<file path="src/rtl/ldl_sfifo_rd_stream.sv">
// Read-side FIFO-to-stream adapter: drains empty/re/dout into valid/ready via an output
// register plus skid entry. Optional synchronous flush port under LDL_SFIFO_RD_STREAM_FLUSH_EN.
module ldl_sfifo_rd_stream #(
  parameter int unsigned DW    = 8,
  parameter bit          AHEAD = 1'b1
) (
  input  logic          clk,
  input  logic          rst,
  input  logic          fifo_empty,
  output logic          fifo_re,
  input  logic [DW-1:0] fifo_dout,
  output logic          m_valid,
  input  logic          m_ready,
  output logic [DW-1:0] m_data,
`ifdef LDL_SFIFO_RD_STREAM_FLUSH_EN
  input  logic          flush,
`endif
  output logic [1:0]    occ
);

  typedef enum logic [1:0] {
    StEmpty = 2'd0,
    StOne   = 2'd1,
    StTwo   = 2'd2
  } state_e;

  state_e        state_q, state_d;
  logic [DW-1:0] out_q, out_d;
  logic [DW-1:0] skid_q, skid_d;
  logic          valid_q, valid_d;
  logic          inflight_q;
  logic          pop;
  logic          arrival;
  logic          flush_int;
  logic [2:0]    credit;

`ifdef LDL_SFIFO_RD_STREAM_FLUSH_EN
  assign flush_int = flush;
`else
  assign flush_int = 1'b0;
`endif

  assign pop = valid_q & m_ready;

  // Entries held plus words already requested, net of the beat leaving this cycle.
  assign credit = {1'b0, state_q} + {2'b00, inflight_q} - {2'b00, pop};

  // Gated by reset so no read is issued while the FIFO itself is being cleared.
  assign fifo_re = rst & ~fifo_empty & ~flush_int & (credit < 3'd2);

  assign arrival = AHEAD ? fifo_re : inflight_q;

  if (AHEAD) begin : g_show_ahead
    assign inflight_q = 1'b0;
  end else begin : g_registered
    always_ff @(posedge clk or negedge rst) begin
      if (!rst) begin
        inflight_q <= 1'b0;
      end else begin
        inflight_q <= fifo_re;
      end
    end
  end

  always_comb begin
    state_d = state_q;
    out_d   = out_q;
    skid_d  = skid_q;
    case (state_q)
      StEmpty: begin
        if (arrival) begin
          state_d = StOne;
          out_d   = fifo_dout;
        end
      end
      StOne: begin
        if (pop && arrival) begin
          out_d = fifo_dout;
        end else if (pop) begin
          state_d = StEmpty;
        end else if (arrival) begin
          state_d = StTwo;
          skid_d  = fifo_dout;
        end
      end
      StTwo: begin
        if (pop) begin
          out_d = skid_q;
          if (arrival) begin
            skid_d = fifo_dout;
          end else begin
            state_d = StOne;
          end
        end
      end
      default: state_d = StEmpty;
    endcase
    // Flush drops everything, including a word landing this edge; m_data keeps its value.
    if (flush_int) begin
      state_d = StEmpty;
      out_d   = out_q;
      skid_d  = skid_q;
    end
    valid_d = (state_d != StEmpty);
  end

  always_ff @(posedge clk or negedge rst) begin
    if (!rst) begin
      state_q <= StEmpty;
      out_q   <= '0;
      skid_q  <= '0;
      valid_q <= 1'b0;
    end else begin
      state_q <= state_d;
      out_q   <= out_d;
      skid_q  <= skid_d;
      valid_q <= valid_d;
    end
  end

  assign m_valid = valid_q;
  assign m_data  = out_q;
  assign occ     = state_q;

`ifndef SYNTHESIS
  // The credit rule must never let a word arrive while both entries are held.
  always @(posedge clk) begin
    if (rst) begin
      assert (!(state_q == StTwo && !pop && arrival))
        else $error("ldl_sfifo_rd_stream: arrival while full");
    end
  end
`endif

endmodule
</file>
<file path="config.mk">
export PLATFORM = sky130hd
export DESIGN_NAME = ldl_sfifo_rd_stream
export DESIGN_NICKNAME = d
export VERILOG_FILES = /design/src/rtl/ldl_sfifo_rd_stream.sv
export SDC_FILE = /design/constraint.sdc
export NUM_CORES = 1
export LEC_CHECK = 0
export CORE_MARGIN = 2
export CORE_UTILIZATION = 47
export DETAILED_ROUTE_END_ITERATION = 8
export PLACE_DENSITY = 0.77
export SYNTH_ARGS = -nofsm -noshare
export SYNTH_HDL_FRONTEND = slang
export SYNTH_SLANG_ARGS = --single-unit
</file>
<file path="constraint.sdc">
create_clock -name clk -period 1.6 [get_ports clk]
set_input_delay 0.32 -clock clk [delete_from_list [all_inputs] [get_ports clk]]
set_output_delay 0.32 -clock clk [all_outputs]
set_load 0.02 [all_outputs]
</file>
==> results.toml <==
[outcome]
outcome = "finished with violations"
violations = "setup timing"

[synthesis]
synth-seq-area-share_pct = 50.2
synth-seq-cells = 19
yosysWarnings = 0
netlist_area_um2 = 947
yosys.cell_types.count = 21
synth_area_leaders = "dfrtp_1 (50%), mux2_2 (19%), mux2_4 (13%), nor2_8 (2.1%), o21ai_4 (1.7%)"
synth_xor_area_share_pct = 0
synth_edf_count = 0
syn_avg_cell_area_um2 = 14.8
synthSimpleGateAreaFrac_pct = 11.8
synth_compound_area_share_pct = 5.81
synth-adder-area-share_pct = 0
synth_top_area_share_pct = 50.2
ys.flop_type = "dfrtp_1"
syn_nets = 76
synthTopCellsByCount = "dfrtp_1 (19), mux2_2 (16), mux2_4 (8)"
synth_top_family_by_area = "multiplexers"
synth.area.mux_share_pct = 31.7
synthArstFlopShare_pct = 100
synthCells = 64
yosysMostFrequentCell = "dfrtp_1"
yosysTopAreaCell = "dfrtp_1"

[global_route]
gr-total-overflow = 0
antenna_found_initial = 0
grt_pass1_vias = 686
grt_max_degree = 20
grt_pass1_wl_um = 3220
grt_usage_pct = 17.2

[pwr]
total_power_uw = 2400
powerDensity_nw_per_um2 = 1770
irDropWorstVdd_mv = 1.03
p_leak_uw = 0.000697

[worst_setup_path]
r2r_cells = 6
cp-end-kind = "flop"
reg2reg_setup_slack_ns = -0.002
critPathRequiredTime_ns = 1.78
reg2reg_from = "occ[1]$_DFF_PN0_"
path_max_fanout = 6
worstPathArrival_ns = 1.78
crit_type = "reg -> reg"
timing.rr.end = "skid_q[4]$_DFFE_PN0P_"
critPathLaunchType = "flop"

[sta]
setup_tns_ns = -0.00174
setup_ws_ns = -0.00174
clock_skew_ns = 0.00767
fin_crit_ns = 1.60
worstMarginPinSlew_ns = 0.242
hold_viol = 0
holdWs_ns = 0.148
layout_worst_path_cycle_share_pct = 100
setup_viol = 1
timing.final.max_slew_violations = 0
rsz0062_at_grt = "true"
relSlewSlack_pct = 83.7
max_freq_ghz = 0.624

[die]
pin_count = 24
num_rows = 16
core_area_um2 = 1920
die_x_um = 48.9
die_y_um = 48.9
initial_core_util_pct = 49.3
dieArea_um2 = 2390

[final_layout]
area_growth_pct = 43.6
register_area_um2 = 478
fin_nets = 113
layout-drive-gt1-share_pct = 50.0
multi_input_area_um2 = 479
diodes = 0
fin_util_pct = 70.8
fillers = 150

[clocking]
clock_path_buffers = 2
cts_tree = "done"
hold_buffers = 0
cts.clk_slew.worst_paths_ns = 0.11
clkLatencyLatePin_ns = 0.29
cts_root_buffer = "clkbuf_4"
cts_sinks = 19
cts_buffers = 3
cts_htree_levels = 1

[drt]
viasPerCell = 5.01
antenna_left = 0
drt_wl_total_um = 1810
wl_per_cell_um = 14.2
vias = 636
drt-initial-drc-count = 7
drt_pass1_iterations = 4
route.detailed.drc = 0

[placed_design]
place.gp.congestion = 0.809
dp_slack_ns = -0.450
hpwl_um = 1330
io_buffers = 23

[flow_run]
drv_cap = 0

[worst_hold_path]
hp-class = "in -> async"
[sequential cells by signal, indices dropped and copies added (netlist names)]
register / cells
m_valid: 1
m_data: 8
skid_q: 8
occ: 2
[repair_timing]
action / in CTS / in global routing
endpoints found under the setup margin: 20 / 25
pin swaps: 3 / 1
gates resized for setup: 15 / 11
buffers inserted: 2 / 0
[cell type report]
cell class | count | area share [%]
multi-input cells | 44 | 35.2
flip-flops and latches | 19 | 35.1
repair buffers | 33 | 25.2
well taps | 27 | 2.48
clock buffers | 4 | 1.93
[worst max path at each step]
stage | endpoint | slack (ns) | startpoint
2_1_floorplan | m_data[0]$_DFFE_PN0P_ | 0.02 | occ[0]$_DFF_PN0_
3_3_place_gp | fifo_re | -0.43 | rst
3_5_place_dp | fifo_re | -0.45 | m_ready
4_1_cts | m_data[1]$_DFFE_PN0P_ | -0.01 | occ[0]$_DFF_PN0_
5_1_grt | skid_q[3]$_DFFE_PN0P_ | -0.05 | occ[1]$_DFF_PN0_
6_report | skid_q[4]$_DFFE_PN0P_ | -0.002 | occ[1]$_DFF_PN0_
[routing by layer]
metal	global-route usage (%)	up-vias	part of all wire (%)
li1	-	299	-
met1	23.1	321	47
met2	28.8	14	50
met3	2.45	2	2.8
met4	5.71	0	0.33
met5	0	-	0
[cell usage in the layout, fill, tap and decap left out, types with 2 or more instances in the layout]
master           netlist  routed
nand2_1                3       3
buf_4                  0       6
mux2_4                 8       9
dlygate4sd2_1          0       6
dfrtp_2                0       2
clkbuf_4               0       3
buf_6                  0       4
dfrtp_1               19      17
clkdlybuf4s50_1        0       8
o21ai_0                2       2
mux2_2                16      15
dlymetal6s2s_1         0       8
[power by group]
| group | internal [uW] | switching, uW | total (uW) |
|---|---|---|---|
| combinational | 759 | 539 | 1300 |
| sequential | 727 | 145 | 872 |
| clock | 96.8 | 138 | 235 |
| total | 1580 | 822 | 2400 |
[worst max-delay path, cell delays in order, from the launching register on]
cell and delay (ns):
dfrtp_2 0.44, nor2b_4 0.14, buf_6 0.11, and2b_4 0.18, o21ai_4 0.17, buf_12 0.15, mux2_4 0.29
[metrics by stage]
| step | std cells | area (um^2) |
|---|---|---|
| after floorplan | 64 | 952 |
| after global placement | 122 | 1290 |
| after detailed placement | 122 | 1290 |
| after CTS | 127 | 1330 |
| after global routing | 127 | 1360 |
| final | 127 | 1360 |
[cells by family (layout without fill, tap and decap cells)]
group,after synthesis,count (layout)
AO/OA/AOI/OAI,6,6
AND/OR/NAND/NOR,14,14
flip-flops,19,19
buffers and inverters,1,37
multiplexers,24,24
No activity file was read; power rests on OpenSTA's default activity.
